File: config.mk
export PLATFORM = sky130hd
export DESIGN_NAME = q15_mul_arbiter
export DESIGN_NICKNAME = d
export VERILOG_FILES = /design/src/rtl/q15_mul_arbiter.sv
export SDC_FILE = /design/constraint.sdc
export NUM_CORES = 1
export LEC_CHECK = 0
export ABC_AREA = 0
export CAP_MARGIN = 20
export CORE_UTILIZATION = 44
export DETAILED_ROUTE_END_ITERATION = 8
export PLACE_DENSITY_LB_ADDON = 0.3
export SKIP_CTS_REPAIR_TIMING = 1
export SLEW_MARGIN = 0
export SYNTH_ARGS = -nofsm -noshare
export SYNTH_HDL_FRONTEND = slang
export SYNTH_SLANG_ARGS = --single-unit
File: constraint.sdc
create_clock -name clk -period 7.4 [get_ports clk]
set_input_delay 1.48 -clock clk [delete_from_list [all_inputs] [get_ports clk]]
set_output_delay 1.48 -clock clk [all_outputs]
set_load 0.05 [all_outputs]
File: src/rtl/q15_mul_arbiter.sv
// q15_mul_arbiter: two-channel round-robin Q1.15 multiplier, IDLE/MUL/OUT sequence.
// Latency: ack in cycle N -> q_x/q_valid_x in N+2; next ack no earlier than N+3.
// Backpressure: req_x holds until ack_x; requests raised while busy wait for IDLE.
// Define Q15_MUL_SATURATE_EN to clamp out-of-range results instead of wrapping.
module q15_mul_arbiter #(
    parameter int FRAC_BITS = 15
) (
    input  logic               clk,
    input  logic               reset,
    input  logic               req_0,
    input  logic               req_1,
    input  logic signed [15:0] a_0,
    input  logic signed [15:0] b_0,
    input  logic signed [15:0] a_1,
    input  logic signed [15:0] b_1,
    output logic               ack_0,
    output logic               ack_1,
    output logic signed [15:0] q_0,
    output logic signed [15:0] q_1,
    output logic               q_valid_0,
    output logic               q_valid_1,
    output logic               busy
);

    typedef enum logic [1:0] {
        IDLE,
        MUL,
        OUT
    } state_t;

    state_t             state;
    state_t             state_nxt;
    logic               last_ch;
    logic               gnt_ch;
    logic               sel_ch;
    logic               any_req;
    logic signed [31:0] prod;
    logic signed [31:0] prod_nxt;
    logic signed [31:0] shifted;
    logic signed [15:0] q_nxt;

    // On a tie the channel not served last wins; last_ch resets to 1 so channel 0 goes first.
    assign any_req  = req_0 | req_1;
    assign sel_ch   = (req_0 && req_1) ? ~last_ch : req_1;
    assign prod_nxt = sel_ch ? 32'(a_1) * 32'(b_1) : 32'(a_0) * 32'(b_0);
    assign shifted  = prod >>> FRAC_BITS;

`ifdef Q15_MUL_SATURATE_EN
    assign q_nxt = (shifted > 32'sd32767)  ? 16'sh7FFF :
                   (shifted < -32'sd32768) ? 16'sh8000 : shifted[15:0];
`else
    logic unused_hi;
    assign unused_hi = ^shifted[31:16];
    assign q_nxt     = shifted[15:0];
`endif

    always_comb begin
        state_nxt = state;
        ack_0     = 1'b0;
        ack_1     = 1'b0;
        q_valid_0 = 1'b0;
        q_valid_1 = 1'b0;
        busy      = 1'b0;
        case (state)
            IDLE: begin
                if (any_req) begin
                    state_nxt = MUL;
                    ack_0     = !reset && !sel_ch;
                    ack_1     = !reset && sel_ch;
                end
            end
            MUL: begin
                state_nxt = OUT;
                busy      = !reset;
            end
            OUT: begin
                state_nxt = IDLE;
                busy      = !reset;
                q_valid_0 = !reset && !gnt_ch;
                q_valid_1 = !reset && gnt_ch;
            end
            default: state_nxt = IDLE;
        endcase
    end

    // q_x is loaded on the MUL->OUT edge so it is visible together with q_valid_x in OUT.
    always_ff @(posedge clk) begin
        if (reset) begin
            state   <= IDLE;
            last_ch <= 1'b1;
            gnt_ch  <= 1'b0;
            prod    <= '0;
            q_0     <= '0;
            q_1     <= '0;
        end else begin
            state <= state_nxt;
            if (state == IDLE && any_req) begin
                gnt_ch  <= sel_ch;
                last_ch <= sel_ch;
                prod    <= prod_nxt;
            end
            if (state == MUL) begin
                if (gnt_ch) q_1 <= q_nxt;
                else        q_0 <= q_nxt;
            end
        end
    end

endmodule

# After elaboration in Yosys (flattened, before gate mapping)
# Cells that the tools add are included.
# op_classes
multipliers	2
muxes	11
eq_ne	3
bitwise_logic	3
reduce_logical	13
# op_table
op	n
$mul 16x16->31	2
$mux 31	1
$mux 1	8
$logic_and 1x1->1	6
$pmux 2 s2	1
$reduce_and 2->1	2
$logic_not 1->1	3
$eq 2x1->1 const B	1
$eq 2x2->1 const B	1
$logic_not 2->1	1
$mux 2	1
$ne 2x2->1 const B	1
$not 1->1	2
$reduce_or 2->1	1
$or 1x1->1	1
# word_totals
wordCells	38
regBits	67
output_inout_bits	37
input_bits	68

# Depth between registers and ports, before layout
# Gate-level depths: netlist (run 1).
# logic_depth
depth_word	6
ltp_mapped	24
mapped_depth_nobuf	22

# Worst setup path after synthesis (run 1)
# OpenSTA, ideal clock, no wires.
# synth_path
path_type	input to register
start	input port b_1[1]
end	register prod[30]
slack_ns	-0.094
t_arrival_ns	7.378
setup_ns	0.115
cell_stages	23
t_required_ns	7.285
path_cell_list	clkbuf_1 > nand2_1 > inv_1 > fa_1 > inv_1 > fa_1 > inv_1 > fa_1 > fa_1 > fa_1 > inv_1 > fa_1 > inv_1 > ha_1 > a21oi_1 > nand2b_1 > and3_1 > a22o_1 > a21oi_2 > a21oi_2 > a41o_1 > or4_1 > and3_1
# synth_between
elab_chain_cells	2
# synth_lines
item	line	source
start, declared	15	input logic signed [15:0] b_1,
$mul 16x16->31	45	assign prod_nxt = sel_ch ? 32'(a_1) * 32'(b_1) : 32'(a_0) * 32'(b_0);
$mux 31	45	
end signal, assigned	100	prod <= prod_nxt;
end, declared	37	logic signed [31:0] prod;
# No other way between the ends.
# A chain may end at the register's enable or synchronous reset.

# Worst setup path in the final report (run 1)
# layout_path
start	input port a_1[2]
end	register prod[30]
# layout_between
elab_chain_cells	2
# layout_lines
item	line	source
start, declared	14	input logic signed [15:0] a_1,
$mul 16x16->31	45	
$mux 31	45	
# No other way between the ends.

==> summary.txt, run 1 <==
Worst setup path
  – Flop-to-flop setup slack: 5.14 ns
  – Setup crit end kind: flip-flop
  – Worst Setup Start Kind: input pin
  – R2R depth: 9
  – Worst Path Arrival: 7.43 ns
  – Setup CP Type: in -> reg
  – Worst path slowest cell: fa_2
  – Reg2Reg Capture Point: prod[30]$_SDFFE_PP0P_
  – Worst r2r src: state[1]$_SDFFE_PP0P_
  – Worst Setup SP: a_1[2]
  – CP max FO: 7
  – Critical path data required time: 7.59 ns
  – CP peak stage delay: 0.62 ns
  – Most frequent CP cell: fa_1
  – Crit-path cells: clkdlybuf4s50_1, buf_6, buf_4, nor2_2, fa_1, fa_1, fa_2, fa_1, fa_1, inv_1, fa_1, inv_1, ha_1, a21oi_2, nor2b_4, a311oi_4, a31oi_4, a21oi_2, a21oi_2, a41o_1, or4_1, and3_1

Detailed routing
  – Routed Antenna Nets: 0
  – Vias: 15596
  – Initial DRT Pass Iterations: 5
  – Residual DRC count: 0
  – Drt wl/cell: 15.85 um
  – Via/cell ratio: 4.932
  – Wirelength, routed: 50120 um
  – Iter 0 DRT Violations: 759

STA
  – FMAX: 138.2 MHz
  – Final hold vios: 0
  – Period minus WS final: 7.234 ns
  – Final Cycle Share: 97.75%
  – Final max-slew violation count: 0
  – Final setup violation count: 0
  – Max-slew headroom: 56.98%
  – Min Hold Slack: 0.4584 ns
  – Worst-Margin Slew: 0.6453 ns
  – Clk_skew: 0.007104 ns

Worst hold path
  – Hold Crit Class: reg -> reg
  – Hold Path Origin: q_0[8]$_SDFFE_PP0P_
  – Hold Path Depth: 2
  – Hold Path End: q_0[8]$_SDFFE_PP0P_

Floorplanning
  – DIE WIDTH: 217.1 um
  – Initial Utilization: 44.78%
  – Rows: 78
  – I/O pin total: 105
  – Core region area: 0.04548 sq mm
  – Die Ht: 217.1 um
  – Die area: 0.04715 sq mm

Clocking
  – CTS buffer count: 5
  – Clk sinks: 52
  – Clk_lat worst skew: 0.30 ns
  – Clk root buf: clkbuf_16
  – CTS tree: done
  – Clock tree buffer depth: 2
  – CTS H-tree lvls: 2
  – Clock-pin slew on the worst setup and hold paths: 0.07 ns

Logic synthesis
  – Avg Cell Area, Syn: 9.039 sq um
  – Synth Cell Area: 0.02037 sq mm
  – Ys flop type: dfxtp_1
  – Largest area contributor in the netlist: fa_1
  – Synth top area share: 50.13%
  – Synth Net Count: 2989
  – Synth warn: 0
  – Netlist cell types: 54
  – Synth cell count leaders: 568 x inv_1, 510 x fa_1, 331 x nand2_1, 235 x and2_1, 158 x ha_1
  – Post-synthesis sequential area ratio: 5.112%
  – Post-synthesis async set-or-reset flop share: 0%
  – Largest cells by area after synthesis: fa_1 50%, inv_1 10%, ha_1 9.7%
  – Synthesized flop and latch total: 52
  – Most frequent cell after synthesis: inv_1
  – Cell count after synthesis: 2253
  – Post-synth EDFFs: 0

Layout
  – Number of nets in the layout: 3297
  – Share of cells above drive strength 1: 14.56%
  – Area of the multi-input gates: 0.01719 sq mm
  – FILL cells: 4122
  – Antenna diode instance count: 0
  – P&R area growth vs syn: 21.13%
  – Reg area: 0.001041 sq mm

Global routing
  – Total GRT Usage: 22.47%
  – Initial antenna violation count: 0
  – Number of global-route vias before repair: 17388
  – Pin count of the biggest net entering global routing: 31
  – Grt ovf: 0
  – First-pass GRT wire length: 85890 um

Placed design
  – PortBufs: 104
  – Post-DP HPWL: 44090 um
  – Gp weighted congestion: 0.9057

Outcome
  – Status: complete, no violations

Run
  – Max-cap violations: 0
[per-stage QoR]
step | util (%) | cells | TNS, ns | instance area, sq um | worst slack, ns
3_3_place_gp | 52.31 | 3129 | -3.979 | 23790 | -0.4947
2_1_floorplan | - | 2253 | 0 | 20370 | 0.01215
3_5_place_dp | 52.31 | 3129 | -4.536 | 23790 | -0.5268
6_report | 54.24 | 3162 | 0 | 24670 | 0.1663
5_1_grt | 54.24 | 3162 | -0.01966 | 24670 | -0.01966
4_1_cts | 52.64 | 3137 | -0.8687 | 23940 | -0.2573
[worst max-delay path, delay by kind of cell]
family / cells / cell delay (ns)
AOI/OAI and AO/OA: 6 / 1.02
adders and majority gates: 7 / 3.33
buffers and inverters: 5 / 0.86
and+or+nand+nor: 4 / 0.72
[per-layer routing]
metal / GRT usage (%) / vias to the layer above / routed length (um)
met4: 4.437 / 0 / 1007
met3: 1.398 / 76 / 2181
met1: 30.38 / 7909 / 21430
li1: - / 7161 / -
met2: 39.84 / 450 / 25500
met5: 0 / - / 0
[flip-flops by register name (all words and copies together) (netlist names)]
signal   cells
last_ch      1
state        2
q_0         16
gnt_ch       1
prod        16
q_1         16
[cells by family (layout without fill, tap and decap cells)]
kind of cell,count (synthesis),count (layout),share of synthesized area [%]
multiplexers,1,1,0.04915
adder cells (fa/ha/maj),668,668,59.84
flip-flops,52,52,5.112
AO/OA/AOI/OAI,161,161,4.976
XOR/XNOR,51,51,2.193
AND/OR/NAND/NOR,669,669,15.83
buffers and inverters,651,960,12.00
[worst max-delay path by stage]
stage	to	slack [ns]	depth (start not counted)
final	prod[30]$_SDFFE_PP0P_	0.17	22
after global routing	prod[30]$_SDFFE_PP0P_	-0.02	22
after CTS	prod[30]$_SDFFE_PP0P_	-0.26	24
after detailed placement	prod[27]$_SDFFE_PP0P_	-0.53	22
after global placement	prod[30]$_SDFFE_PP0P_	-0.49	24
after floorplan	prod[30]$_SDFFE_PP0P_	0.01	23
[final cells by class]
class / count / share of cell area [%]
multi-input cells: 1550 / 69.69
repair buffers: 384 / 13.77
inverters: 568 / 8.658
flip-flops and latches: 52 / 4.220
well taps: 600 / 3.043
clock buffers: 5 / 0.5072
clock inverters: 3 / 0.1116
[placed cells by master, fill, tap and decap left out, types with 47 or more instances in the layout]
cell type,instances
inv_1,553
fa_1,482
nand2_1,325
buf_4,251
and2_1,231
ha_1,150
a21oi_1,67
dlymetal6s2s_1,56
dfxtp_1,52
clkdlybuf4s50_1,47
Power of run 1 is not shown: default switching activity piles up to over one toggle a cycle in this logic, so the estimate is an artifact.
==> run 2: changes to the inputs <==
clock period = 8.3 ns   (was 7.4 ns; I/O delays follow)
==> summary.txt, run 2 (synthesized netlist as in run 1, its figures left out) <==
STA
  – Setup_tns: 0 ns (unchanged)
  – Final hold vios: 0 (unchanged)
  – Fin worst setup slack: 0.2940 ns (+0.1276 ns)
  – Final max-slew violation count: 0 (unchanged)
  – Final setup violation count: 0 (unchanged)
  – RSZ-0062 raised after global routing: false
  – Worst-Margin Slew: 0.8942 ns (+0.2489 ns)
  – Max-slew headroom: 40.27% (-17 points)
  – Min Hold Slack: 0.4534 ns (-0.005019 ns)
  – Period minus WS final: 8.006 ns
  – Clk_skew: 0.008108 ns (+0.001004 ns)
  – FMAX: 124.9 MHz
  – Final Cycle Share: 96.46%

Clocking
  – Clk root buf: clkbuf_16
  – Clk sinks: 52 (unchanged)
  – Clock-pin slew on the worst setup and hold paths: 0.07 ns (about the same)
  – CTS tree: done
  – Clock tree buffer depth: 2 (unchanged)
  – Clk_lat worst skew: 0.29 ns (about the same)
  – CTS H-tree lvls: 2 (unchanged)
  – CTS buffer count: 5 (unchanged)

Placed design
  – Setup slack at placement: -0.07426 ns (+0.4526 ns)
  – Gp weighted congestion: 0.8644 (-4.6%)
  – PortBufs: 104 (unchanged)
  – Post-DP HPWL: 42780 um (-3.0%)

Detailed routing
  – Via/cell ratio: 4.974 (+0.85%)
  – Routed Antenna Nets: 0 (unchanged)
  – Residual DRC count: 0 (unchanged)
  – Vias: 14804 (-5.1%)
  – Initial DRT Pass Iterations: 7 (+2)
  – Iter 0 DRT Violations: 690 (-9.1%)
  – Wirelength, routed: 48240 um (-3.7%)
  – Drt wl/cell: 16.21 um (+2.3%)

Worst setup path
  – Worst Setup Start Kind: input pin
  – Flop-to-flop setup slack: 5.58 ns (+0.44 ns)
  – Setup crit end kind: flip-flop
  – Reg2Reg Capture Point: prod[30]$_SDFFE_PP0P_
  – Worst Path Arrival: 8.24 ns (+0.81 ns)
  – CP max FO: 13 (+6)
  – Critical path destination: prod[30]$_SDFFE_PP0P_
  – Critical path data required time: 8.54 ns (+0.95 ns)
  – Setup CP Type: in -> reg
  – Worst r2r src: state[1]$_SDFFE_PP0P_
  – R2R depth: 8 (-1)
  – Worst Setup SP: b_0[5]

Floorplanning
  – Die area: 0.04715 sq mm (unchanged)
  – I/O pin total: 105 (unchanged)
  – Core region area: 0.04548 sq mm (unchanged)
  – Die Ht: 217.1 um (unchanged)
  – DIE WIDTH: 217.1 um (unchanged)
  – Rows: 78 (unchanged)
  – Initial Utilization: 44.78% (unchanged)

Layout
  – Number of nets in the layout: 3111 (-5.6%)
  – Commonest non-fill, non-tap cell in the layout: inv_1
  – P&R area growth vs syn: 11.66%
  – Antenna diode instance count: 0 (unchanged)
  – Largest regs: prod: 16 flops, q_0: 16 flops, q_1: 16 flops
  – Most frequent cells in the layout: 568 x inv_1, 509 x fa_1, 331 x nand2_1, 235 x and2_1, 158 x ha_1
  – Share of cells above drive strength 1: 4.630% (-9.9 points)

Global routing
  – Pin count of the biggest net entering global routing: 43 (+39%)
  – Grt ovf: 0 (unchanged)
  – First-pass GRT wire length: 84300 um (-1.8%)
  – Total GRT Usage: 22.23% (-0.24 points)
  – Initial antenna violation count: 0 (unchanged)
  – Number of global-route vias before repair: 16914 (-2.7%)

Worst hold path
  – Hold Path Origin: q_1[8]$_SDFFE_PP0P_
  – Hold Crit Class: reg -> reg

Run
  – Max-cap violations: 0 (unchanged)

Outcome
  – Status: complete, no violations
==> run 2: cell types whose count changed in the layout (fill, tap and decap cells not counted), sizes merged <==
cell,delta
buf,-186
clkbuf,-1
dlymetal6s2s,-50
inv,+1
clkinvlp,-1
clkdlybuf4s50,+51
==> run 2: layout make-up <==
| type | instances | area (sq um) |
|---|---|---|
| fillers | 4300 | 22740 |
| clock buffers | 5 | 125.1 |
| inverters | 568 | 2132 |
| repair buffers | 198 | 1787 |
| well taps | 600 | 750.7 |
| flip-flops and latches | 52 | 1041 |
| multi-input cells | 1550 | 16880 |
| clock inverters | 3 | 21.27 |
==> run 2: worst min-delay path by stage <==
stage / endpoint / slack, ns / depth (start not counted)
6_report: q_1[8]$_SDFFE_PP0P_ / 0.45 / 2
5_1_grt: q_0[1]$_SDFFE_PP0P_ / 0.48 / 2
4_1_cts: q_1[8]$_SDFFE_PP0P_ / 0.46 / 2
3_5_place_dp: q_1[8]$_SDFFE_PP0P_ / 0.45 / 2
3_3_place_gp: q_0[1]$_SDFFE_PP0P_ / 0.45 / 2
2_1_floorplan: q_0[0]$_SDFFE_PP0P_ / 0.44 / 2
==> run 2: layer usage <==
| layer | vias to the layer above | track usage, % | wire length (um) |
|---|---|---|---|
| met5 | - | 0 | 0 |
| met2 | 335 | 39.13 | 24470 |
| li1 | 6794 | - | - |
| met3 | 63 | 2.194 | 2147 |
| met1 | 7612 | 29.38 | 20450 |
| met4 | 0 | 5.399 | 1178 |
==> run 2: critical path, cell delays in order <==
cell and delay [ns]:
clkdlybuf4s50_1 0.68, and2_1 0.32, fa_1 0.51, inv_1 0.05
fa_1 0.47, fa_1 0.51, inv_1 0.05, fa_1 0.48
fa_1 0.49, inv_1 0.05, fa_1 0.52, inv_1 0.06
ha_1 0.29, a222oi_1 0.30, nand2_1 0.09, nor2_1 0.14
a21boi_1 0.15, o41a_1 0.50, a21o_1 0.24, mux2i_1 0.13
nor4_1 0.33, and3_1 0.20
==> run 2: metrics by stage <==
stage | area, sq um | cells | util (%)
after CTS | 22720 | 2975 | 49.95
after detailed placement | 22570 | 2967 | 49.63
after global routing | 22740 | 2976 | 50.00
after floorplan | 20370 | 2253 | -
after global placement | 22570 | 2967 | 49.63
final | 22740 | 2976 | 50.00
Power of run 2 is left out for the same reason.
